==> config.mk <==
export PLATFORM = sky130hd
export DESIGN_NAME = shift_deserializer
export DESIGN_NICKNAME = d
export VERILOG_FILES = /design/src/rtl/shift_pkg.sv /design/src/rtl/shift_len_counter.sv /design/src/rtl/shift_deserializer.sv
export SDC_FILE = /design/constraint.sdc
export NUM_CORES = 1
export LEC_CHECK = 0
export CORE_AREA = 2 2 49 51
export CTS_CLUSTER_DIAMETER = 100
export CTS_CLUSTER_SIZE = 20
export DETAILED_ROUTE_END_ITERATION = 8
export DIE_AREA = 0 0 51 53
export GPL_TIMING_DRIVEN = 0
export PLACE_DENSITY_LB_ADDON = 0.05
export SETUP_SLACK_MARGIN = 0.02
export SYNTH_ARGS = -nofsm -noshare
export SYNTH_HDL_FRONTEND = slang
export SYNTH_HIERARCHICAL = 1
export SYNTH_SLANG_ARGS = --single-unit
==> constraint.sdc <==
create_clock -name clk -period 5.4 [get_ports clk]
set_input_delay 1.35 -clock clk [delete_from_list [all_inputs] [get_ports clk]]
set_output_delay 1.35 -clock clk [all_outputs]
set_load 0.01 [all_outputs]
==> src/rtl/shift_pkg.sv <==
// rtl/shift_pkg.sv - shared encodings and defaults for the shift deserializer
package shift_pkg;

    // Default frame length / output width in bits
    localparam int SHIFT_WIDTH = 8;

    // Direction encodings carried on dir
    localparam logic DIR_MSB = 1'b0;
    localparam logic DIR_LSB = 1'b1;

    // Frame control states; encoding is visible on debug taps so keep it fixed
    typedef enum logic [1:0] {
        ST_IDLE  = 2'b00,
        ST_SHIFT = 2'b01,
        ST_HOLD  = 2'b10
    } shift_state_t;

endpackage

==> src/rtl/shift_len_counter.sv <==
// rtl/shift_len_counter.sv - loadable down-counter tracking bits still to take
module shift_len_counter #(
    parameter int CW = 3
) (
    input  logic          clk,
    input  logic          rst,
    input  logic          load,
    input  logic [CW-1:0] load_val,
    input  logic          dec,
    output logic [CW-1:0] cnt,
    output logic          tc
);

    logic [CW-1:0] cnt_d;
    logic [CW-1:0] cnt_q;

    // Load wins over decrement; decrement saturates at zero so it never wraps
    always_comb begin
        cnt_d = cnt_q;
        if (load) begin
            cnt_d = load_val;
        end else if (dec && (cnt_q != '0)) begin
            cnt_d = cnt_q - CW'(1);
        end
    end

    // Counter register, cleared immediately by reset
    always_ff @(posedge clk or posedge rst) begin
        if (rst) begin
            cnt_q <= '0;
        end else begin
            cnt_q <= cnt_d;
        end
    end

    assign cnt = cnt_q;
    // Terminal count: exactly one bit remains, so the coming edge takes the last one
    assign tc  = (cnt_q == CW'(1));

endmodule

==> src/rtl/shift_deserializer.sv <==
// rtl/shift_deserializer.sv - serial-to-parallel frame reassembly with hold/handshake
module shift_deserializer
    import shift_pkg::*;
#(
    parameter int WIDTH = SHIFT_WIDTH,
    parameter int CW    = $clog2(WIDTH)
) (
    input  logic             clk,
    input  logic             rst,
    input  logic             sin,
    input  logic             start,
    input  logic             dir,
    input  logic [CW-1:0]    s,
    input  logic             ready,
    output logic [WIDTH-1:0] o,
    output logic             valid,
    output logic             busy
);

    shift_state_t     state_d, state_q;
    logic             valid_d, valid_q;
    logic             busy_d,  busy_q;
    logic [WIDTH-1:0] o_d,     o_q;
    logic             dir_d,   dir_q;
    logic [CW-1:0]    len_m1_d, len_m1_q;

    logic             cnt_load;
    logic             cnt_dec;
    logic [CW-1:0]    cnt;
    logic             cnt_tc;
    logic [CW-1:0]    lsb_idx;

    // Bits remaining in the frame; loaded with len-1 when bit 0 is taken
    shift_len_counter #(
        .CW (CW)
    ) u_len_counter (
        .clk      (clk),
        .rst      (rst),
        .load     (cnt_load),
        .load_val (s),
        .dec      (cnt_dec),
        .cnt      (cnt),
        .tc       (cnt_tc)
    );

    // Frame bit index for LSB-first placement: len - remaining
    assign lsb_idx = len_m1_q - cnt + CW'(1);

    // Next-state, registered-output and working-register computation
    always_comb begin
        state_d  = state_q;
        valid_d  = valid_q;
        busy_d   = busy_q;
        o_d      = o_q;
        dir_d    = dir_q;
        len_m1_d = len_m1_q;
        cnt_load = 1'b0;
        cnt_dec  = 1'b0;

        case (state_q)
            ST_IDLE: begin
                if (start) begin
                    // Accept: latch frame parameters, clear stale bits, take bit 0
                    dir_d    = dir;
                    len_m1_d = s;
                    cnt_load = 1'b1;
                    o_d      = {{(WIDTH-1){1'b0}}, sin};
                    if (s == '0) begin
                        state_d = ST_HOLD;
                        valid_d = 1'b1;
                    end else begin
                        state_d = ST_SHIFT;
                        busy_d  = 1'b1;
                    end
                end
            end

            ST_SHIFT: begin
                cnt_dec = 1'b1;
                if (dir_q == DIR_MSB) begin
                    o_d = {o_q[WIDTH-2:0], sin};
                end else begin
                    o_d[lsb_idx] = sin;
                end
                if (cnt_tc) begin
                    state_d = ST_HOLD;
                    busy_d  = 1'b0;
                    valid_d = 1'b1;
                end
            end

            ST_HOLD: begin
                // Word stays put until consumed; o is left intact after release
                if (ready) begin
                    state_d = ST_IDLE;
                    valid_d = 1'b0;
                end
            end

            default: begin
                state_d = ST_IDLE;
                valid_d = 1'b0;
                busy_d  = 1'b0;
            end
        endcase
    end

    // Control state and status flags
    always_ff @(posedge clk or posedge rst) begin
        if (rst) begin
            state_q <= ST_IDLE;
            valid_q <= 1'b0;
            busy_q  <= 1'b0;
        end else begin
            state_q <= state_d;
            valid_q <= valid_d;
            busy_q  <= busy_d;
        end
    end

    // Datapath: working/output word and latched frame parameters
    always_ff @(posedge clk or posedge rst) begin
        if (rst) begin
            o_q      <= '0;
            dir_q    <= DIR_MSB;
            len_m1_q <= '0;
        end else begin
            o_q      <= o_d;
            dir_q    <= dir_d;
            len_m1_q <= len_m1_d;
        end
    end

    assign o     = o_q;
    assign valid = valid_q;
    assign busy  = busy_q;

endmodule

# ---- After elaboration in Yosys (flattened, before gate mapping)
# Cells that the tools add are included.
dict set report op_classes {
  addsub 3
  magnitude_cmp 2
  n_eq_ne 8
  n_mux 25
  bitwise 1
  reduce_logical 12
}
# cell n
set op_table {}
lappend op_table {{8-bit two-way mux} 2}
lappend op_table {{8-bit one-hot mux with 2 select lines} 1}
lappend op_table {{1-bit two-way mux} 11}
lappend op_table {{2-bit inequality test (second input constant)} 5}
lappend op_table {{8-bit bitwise mux} 1}
lappend op_table {{2-bit two-way mux} 4}
lappend op_table {{4-bit AND reduction} 2}
lappend op_table {{3-bit two-way mux} 2}
lappend op_table {{1-bit one-hot mux with 3 select lines} 2}
lappend op_table {{2-bit one-hot mux with 3 select lines} 1}
lappend op_table {{3-bit by 4-bit < comparator with 1-bit output (second input constant)} 1}
lappend op_table {{2-bit AND reduction} 2}
lappend op_table {{2-bit nonzero test} 2}
lappend op_table {{3-bit by 1-bit adder with 3-bit output (second input constant)} 1}
lappend op_table {{1-bit demux with 3-bit select} 1}
lappend op_table {{3-bit by 1-bit equality test with 1-bit output (second input constant)} 1}
lappend op_table {{3-bit by 1-bit >= comparator with 1-bit output (second input constant)} 1}
lappend op_table {{3-bit logical NOT} 1}
lappend op_table {{3-bit AND reduction} 1}
lappend op_table {{3-bit nonzero test} 1}
lappend op_table {{3-bit by 1-bit subtractor with 3-bit output (second input constant)} 1}
lappend op_table {{3-bit subtractor} 1}
lappend op_table {{2-bit by 1-bit equality test with 1-bit output (second input constant)} 1}
lappend op_table {{2-bit equality test (second input constant)} 1}
lappend op_table {{other kinds (3)} 4}
dict set report word_totals {
  reg_bits 19
  input_bits 9
  output_inout_bits 10
  elab_cells 58
}

# ---- Depth between registers and ports, before layout
# Gate-level depths: netlist of run 1.
dict set report depth {
  ltp_word 9
  mapped_depth 8
  depth_no_buf 8
}

# ---- Hierarchy
# Netlist of run 1, hierarchy kept.
# mod n_inst cells_per_inst area_each_um2 seq_area_each_um2
set modules_own_cells {}
lappend modules_own_cells {shift_deserializer 1 88 932.1 400.4}
lappend modules_own_cells {shift_len_counter 1 25 225.2 75.1}

# ---- Worst setup path after synthesis of run 1
# No wires, ideal clock.
dict set report synth_path {
  path_type {input -> register}
  from {input start}
  to {register dir_q}
  setup_ns 0.125
  arrival_ns 2.241
  required_time_ns 5.275
  slack_ns 3.034
  stages 2
  n_path_buf 0
  cell_sequence {nor3b_2 mux2_2}
}
dict set report synth_via {
  elab_chain_len 1
}
# item line
set synth_lines {}
lappend synth_lines {{start: declaration} shift_deserializer.sv:11} ;# input logic start,
lappend synth_lines {{2-bit AND reduction (no line)} --}
lappend synth_lines {{end signal: assignment} shift_deserializer.sv:129} ;# dir_q <= dir_d;
lappend synth_lines {{end: declaration} shift_deserializer.sv:24} ;# logic dir_d, dir_q;
# No other way between the ends.
# A chain may end at the register's enable or synchronous reset.

# ---- Final worst setup path of run 1
# Ends and elaborated chain as after synthesis.

==> flow_metrics.env, run 1 <==
export IMPL_min_delay_worst_endpoint="valid$_DFFE_PP0P_"
export IMPL_cts_hold_buf=0
export IMPL_cts_repair_resized=0
export IMPL_yosys_cell_types_count=41
export IMPL_most_common_layout_cells="dfrtp_1 (19), clkdlybuf4s50_1 (18), nand2_1 (12), inv_1 (8)"
export IMPL_postLayoutSetupSlackWorst_ns=2.62
export IMPL_floorplan_core_area_mm2=0.00215
export IMPL_postSynth_topFlopCell="dfrtp_1"
export IMPL_hold_path_startpoint="valid$_DFFE_PP0P_"
export IMPL_leakage_power_nw=0.630
export IMPL_worstMarginPinSlew_ns=0.799
export IMPL_grt_antenna_before_repair=0
export IMPL_area_of_all_placed_cells_without_fillers_mm2=0.00140
export IMPL_cts_max_level=1
export IMPL_worst_hold_path_num_cells=2
export IMPL_clkSlewWorstSetupHoldPaths_ns=0.12
export IMPL_initial_util_pct=53.9
export IMPL_synth_adder_area_share_pct=6.49
export IMPL_root_buffer_master="clkbuf_4"
export IMPL_startpoint_type="primary input"
export IMPL_worst_skew_pair_late_latency_ns=0.30
export IMPL_drive_gt1_share_pct=14.1
export IMPL_final_max_slew_violation_count=0
export IMPL_setup_tns_ns=0
export IMPL_1st_pass_router_iterations=6
export IMPL_detailed_route_via_count=916
export IMPL_final_min_period_over_clock_period_pct=51.5
export IMPL_r2r_cells=7
export IMPL_synth_seq_cells=19
export IMPL_post_synth_top_area_cell="dfrtp_1"
export IMPL_post_cts_setup_buffer_count=0
export IMPL_wirelength_met1_um=969
export IMPL_finish_utilization_pct=65.2
export IMPL_cts_tree="done"
export IMPL_grt_max_degree=17
export IMPL_holdCritPathClass="flop to flop"
export IMPL_chipHeight_um=53
export IMPL_path_max_fanout=14
export IMPL_detailroute_wirelength_met2_um=1190
export IMPL_dp_area_mm2=0.00137
export IMPL_muxShareOfSynthArea_pct=5.73
export IMPL_max_clock_freq_ghz=0.360
export IMPL_routed_wl_um=2240
export IMPL_place_hpwl_um=1690
export IMPL_worstPathArrival_ns=2.98
export IMPL_synth_async_sr_flop_share_pct=100
export IMPL_grt_pass1_vias=928
export IMPL_groute_usage_overall_pct=18.7
export IMPL_layoutNonFillerInstCount=163
export IMPL_worst_clock_skew_ns=0.00439
export IMPL_numCtsBuffers=3
export IMPL_synth_warnings=6
export IMPL_rr_endpoint="o[1]$_DFFE_PP0P_"
export IMPL_rr_startpoint="u_len_counter/cnt[1]$_DFFE_PP0P_"
export IMPL_grt_pass1_wl_um=3830
export IMPL_criticalPathCategory="primary input to flop"
export IMPL_drc_errors=0
export IMPL_detailedRoute_firstIterationViolations=15
export IMPL_synth_xor_xnor_area_share_pct=4.32
export IMPL_setup_violations=0
export IMPL_final_nets=151
export IMPL_synth_area_mm2=0.00116
export IMPL_grt_setup_unrepaired="no"
export IMPL_detail_route_antenna_nets=0
export IMPL_grt_overflow=0
export IMPL_pre_cts_ws_ns=2.29
export IMPL_synthSimpleGateAreaFrac_pct=18.5
export IMPL_critPathCaptureType="flop"
export IMPL_rrSetupSlack_ns=3.22
export IMPL_syn_avg_cell_area_um2=10.2
export IMPL_synth_enable_flop_cells=0
export IMPL_final_period_minus_worst_setup_slack_ns=2.78
export IMPL_timing_max_cap_violations=0
export IMPL_dr_max_layer_used="met4"
export IMPL_gp_congestion=0.755
export IMPL_antenna_diode_count=0
export IMPL_pwr_density_cell_mw_per_mm2=675
export IMPL_synth_compound_area_share_pct=19.6
export IMPL_floorplan_die_area_mm2=0.00270
export IMPL_synth_seq_area_share_pct=41.1
export IMPL_result_of_the_run="finished clean"
export IMPL_timing_critical_path_required_ns=5.60
export IMPL_synth_top_cells_by_area="dfrtp_1 (41%), ha_1 (6.5%), a221o_1 (5.2%)"
export IMPL_synth_nets=128
export IMPL_finalHoldViolCount=0
export IMPL_io_buffer_count=18
export IMPL_layout_cells_most_common="dfrtp_1"
export IMPL_yosysTopAreaCellShare_pct=41.1
export IMPL_die_w_um=51
export IMPL_ctsLongestPathBuffers=2
export IMPL_dr_wl_met3_um=68
export IMPL_ir_drop_v=0.000431
export IMPL_areaGrowthSynthToFinish_pct=21.0
export IMPL_synthCells=113
export IMPL_place_inst=159
export IMPL_clock_sinks=19
export IMPL_row_count=17
export IMPL_drt_wirelength_per_cell_um=13.7
export IMPL_largest_family_of_logic_cells_by_synthesized_area="compound AO/OA/AOI/OAI gates"
export IMPL_max_slew_margin_rel_pct=46.5
export IMPL_io_pins=19
export IMPL_avgViaCountPerCell=5.62
[worst max path at each step]
| stage | startpoint | to | slack, ns | cells past startpoint |
|---|---|---|---|---|
| 2_1_floorplan | start | dir_q$_DFFE_PP0P_ | 3.03 | 2 |
| 3_3_place_gp | start | len_m1_q[0]$_DFFE_PP0P_ | 2.28 | 3 |
| 3_5_place_dp | start | dir_q$_DFFE_PP0P_ | 2.29 | 3 |
| 4_1_cts | start | dir_q$_DFFE_PP0P_ | 2.61 | 3 |
| 5_1_grt | start | len_m1_q[2]$_DFFE_PP0P_ | 2.52 | 3 |
| 6_report | start | dir_q$_DFFE_PP0P_ | 2.62 | 3 |
[critical path: stages]
cell,delay (ns)
clkdlybuf4s50_1,0.53
nor3b_2,0.69
mux2_2,0.41
[synth_stat cells (2+ instances only)]
library cell and n:
nor2b_1 3, dfrtp_1 19, a221o_1 6, o21ai_0 5, mux2_2 5, nand2_1 12, nor2_1 6, clkbuf_1 2
nand2b_1 2, o311a_1 6, ha_1 6, inv_1 8, nand3_1 4, o311ai_0 2
[power by group]
part           total, mW  internal (mW)  switching (mW)
clock network     0.0756         0.0276          0.0480
registers          0.258          0.209          0.0490
logic              0.612          0.284           0.329
[registers in the layout, indices dropped and copies added (netlist names)]
signal	cells
valid	1
o	8
busy	1
dir_q	1
state_q	2
u_len_counter/cnt	3
len_m1_q	3
[per-stage QoR]
step	power, mW	hold slack (ns)
global placement	0.862	0.489
floorplan	0.709	0.487
global route	1.03	0.546
CTS	0.949	0.523
finish	0.945	0.521
detailed placement	0.871	0.486
[layer usage]
| layer | vias to the layer above | global-route usage, % |
|---|---|---|
| met4 | 0 | 5.41 |
| met1 | 431 | 20.8 |
| met2 | 25 | 36.6 |
| met3 | 2 | 2.54 |
| met5 | - | 0 |
| li1 | 458 | - |
[area by class of cell]
cell class	count	area, um^2
Timing Repair Buffer	18	180
Clock inverter	1	5.00
Multi-Input combinational cell	82	632
Sequential cell	19	475
Tap cell	28	35.0
Buffer	4	20.0
Clock buffer	3	22.5
Inverter	8	30.0
Fill cell	174	748
[cell families (layout without fill, tap and decap cells)]
kind of cell             after synthesis  after routing
buffers and inverters                 12             34
AO/OA/AOI/OAI                         27             27
adder cells (fa/ha/maj)                6              6
XOR/XNOR                               4              4
multiplexers                           6              6
flip-flops                            19             19
AND/OR/NAND/NOR                       39             39
No activity file was read; power rests on OpenSTA's default activity.
==> run 2: changes to the inputs <==
--- a/config.mk
+++ b/config.mk
@@ -5,11 +5,11 @@
 export SDC_FILE = /design/constraint.sdc
 export NUM_CORES = 1
 export LEC_CHECK = 0
-export CORE_AREA = 2 2 49 51
+export CORE_AREA = 2 2 51 53
 export CTS_CLUSTER_DIAMETER = 100
 export CTS_CLUSTER_SIZE = 20
 export DETAILED_ROUTE_END_ITERATION = 8
-export DIE_AREA = 0 0 51 53
+export DIE_AREA = 0 0 53 55
 export GPL_TIMING_DRIVEN = 0
 export PLACE_DENSITY_LB_ADDON = 0.05
 export SETUP_SLACK_MARGIN = 0.02
==> constraint.sdc (replaced) <==
create_clock -name clk -period 2.89 [get_ports clk]
set_input_delay 0.7225 -clock clk [delete_from_list [all_inputs] [get_ports clk]]
set_output_delay 0.7225 -clock clk [all_outputs]
set_load 0.01 [all_outputs]
==> run 2 against run 1 <==
Power grew 86%. Count of clock-buffer cells in the layout grew 1. Register-to-register slack worse by 2.5 ns. Setup slack got worse by 1.9 ns. Critical path type unchanged.
==> flow_metrics.env, run 2 (synthesis gave the netlist of run 1 again) <==
export IMPL_result_of_the_run="finished clean"
export IMPL_final_max_slew_violation_count=0
export IMPL_grt_overflow=0
export IMPL_setup_violations=0
export IMPL_cts_tree="done"
export IMPL_worstMarginPinSlew_ns=0.843
export IMPL_holdCritPathClass="flop to flop"
export IMPL_rr_startpoint="u_len_counter/cnt[1]$_DFFE_PP0P_"
export IMPL_antenna_diode_count=0
export IMPL_final_period_minus_worst_setup_slack_ns=2.20
export IMPL_gp_congestion=0.715
export IMPL_setup_tns_ns=0
export IMPL_io_pins=19
export IMPL_grt_max_degree=17
export IMPL_clock_sinks=19
export IMPL_criticalPathCategory="primary input to flop"
export IMPL_avgViaCountPerCell=5.57
export IMPL_grt_pass1_vias=848
export IMPL_initial_util_pct=48.9
export IMPL_critPathCaptureType="flop"
export IMPL_place_hpwl_um=1690
export IMPL_cts_repair_resized=0
export IMPL_root_buffer_master="clkbuf_4"
export IMPL_worstPathArrival_ns=2.40
export IMPL_ir_drop_v=0.000662
export IMPL_dp_area_mm2=0.00138
export IMPL_cts_max_level=1
export IMPL_max_clock_freq_ghz=0.454
export IMPL_worst_skew_pair_late_latency_ns=0.29
export IMPL_most_common_layout_cells="dfrtp_1 (19), clkdlybuf4s50_1 (18), nand2_1 (12), inv_1 (8)"
export IMPL_ctsLongestPathBuffers=2
export IMPL_detailedRoute_firstIterationViolations=12
export IMPL_final_nets=151
export IMPL_1st_pass_router_iterations=4
export IMPL_numCtsBuffers=3
export IMPL_worst_clock_skew_ns=0.00120
export IMPL_finalHoldViolCount=0
export IMPL_rrSetupSlack_ns=0.72
export IMPL_layout_cells_most_common="dfrtp_1"
export IMPL_drive_gt1_share_pct=13.3
export IMPL_row_count=18
export IMPL_timing_max_cap_violations=0
export IMPL_max_slew_margin_rel_pct=43.5
export IMPL_cts_hold_buf=0
export IMPL_pwr_density_cell_mw_per_mm2=1260
export IMPL_largest_reg_flops=8
export IMPL_areaGrowthSynthToFinish_pct=21.1
export IMPL_chipHeight_um=55
export IMPL_path_max_fanout=14
export IMPL_grt_pass1_wl_um=3710
export IMPL_area_of_all_placed_cells_without_fillers_mm2=0.00140
export IMPL_die_w_um=53
export IMPL_detail_route_antenna_nets=0
export IMPL_final_min_period_over_clock_period_pct=76.3
export IMPL_routed_wl_um=2230
export IMPL_critical_path_endpoint="dir_q$_DFFE_PP0P_"
export IMPL_grt_antenna_before_repair=0
export IMPL_io_buffer_count=18
export IMPL_timing_critical_path_required_ns=3.08
export IMPL_clkSlewWorstSetupHoldPaths_ns=0.11
export IMPL_drc_errors=0
export IMPL_grt_setup_unrepaired="no"
export IMPL_startpoint_type="primary input"
export IMPL_drt_wirelength_per_cell_um=13.5
export IMPL_leakage_power_nw=0.627
export IMPL_groute_usage_overall_pct=17.4
export IMPL_floorplan_core_area_mm2=0.00236
export IMPL_rr_endpoint="o[6]$_DFFE_PP0P_"
export IMPL_r2r_cells=7
export IMPL_floorplan_die_area_mm2=0.00292
export IMPL_detailed_route_via_count=919
export IMPL_setup_worst_path_start="start"
export IMPL_post_cts_setup_buffer_count=0
-- run 2: cell count changes in the layout (fill, tap and decap cells not counted) --
cell,previous run,this run
clkbuf_1,2,3
clkinv_2,1,0
-- run 2: metrics by stage --
stage               hold WS [ns]  setup slack (ns)  power, mW  util [%]  std cells
floorplan                  0.476             0.923       1.33         -        113
global placement           0.487             0.388       1.61      58.1        161
detailed placement         0.486             0.368       1.62      58.1        161
CTS                        0.522             0.696       1.77      59.3        165
global route               0.535             0.532       1.93      59.3        165
finish                     0.519             0.686       1.76      59.3        165
-- run 2: critical path: stages --
cell and delay, ns:
clkdlybuf4s50_1 0.54, nor3b_2 0.72, mux2_2 0.41
-- run 2: how the worst min path moves through the flow --
stage / start / to / cells past startpoint / slack (ns)
4_1_cts: valid$_DFFE_PP0P_ / valid$_DFFE_PP0P_ / 2 / 0.52
3_5_place_dp: busy$_DFFE_PP0P_ / busy$_DFFE_PP0P_ / 1 / 0.49
6_report: valid$_DFFE_PP0P_ / valid$_DFFE_PP0P_ / 2 / 0.52
5_1_grt: busy$_DFFE_PP0P_ / busy$_DFFE_PP0P_ / 1 / 0.54
3_3_place_gp: valid$_DFFE_PP0P_ / valid$_DFFE_PP0P_ / 2 / 0.49
2_1_floorplan: rst / u_len_counter/cnt[0]$_DFFE_PP0P_ / 1 / 0.48
-- run 2: power breakdown --
group	internal, mW	switching [mW]
clock network	0.0537	0.0826
logic	0.529	0.618
registers	0.390	0.0882
-- run 2: per-layer routing --
layer  vias up  GRT usage [%]  wire length (um)
met2        18           30.0              1100
li1        454              -                 -
met1       445           21.7              1040
met4         0           7.69                10
met3         2           2.69                77
met5         -              0                 0
-- run 2: layout make-up --
cell class                      instances  area (um^2)
Buffer                                  4         20.0
Clock buffer                            4         26.3
Fill cell                             215          963
Inverter                                8         30.0
Multi-Input combinational cell         82          632
Sequential cell                        19          475
Tap cell                               30         37.5
Timing Repair Buffer                   18          180
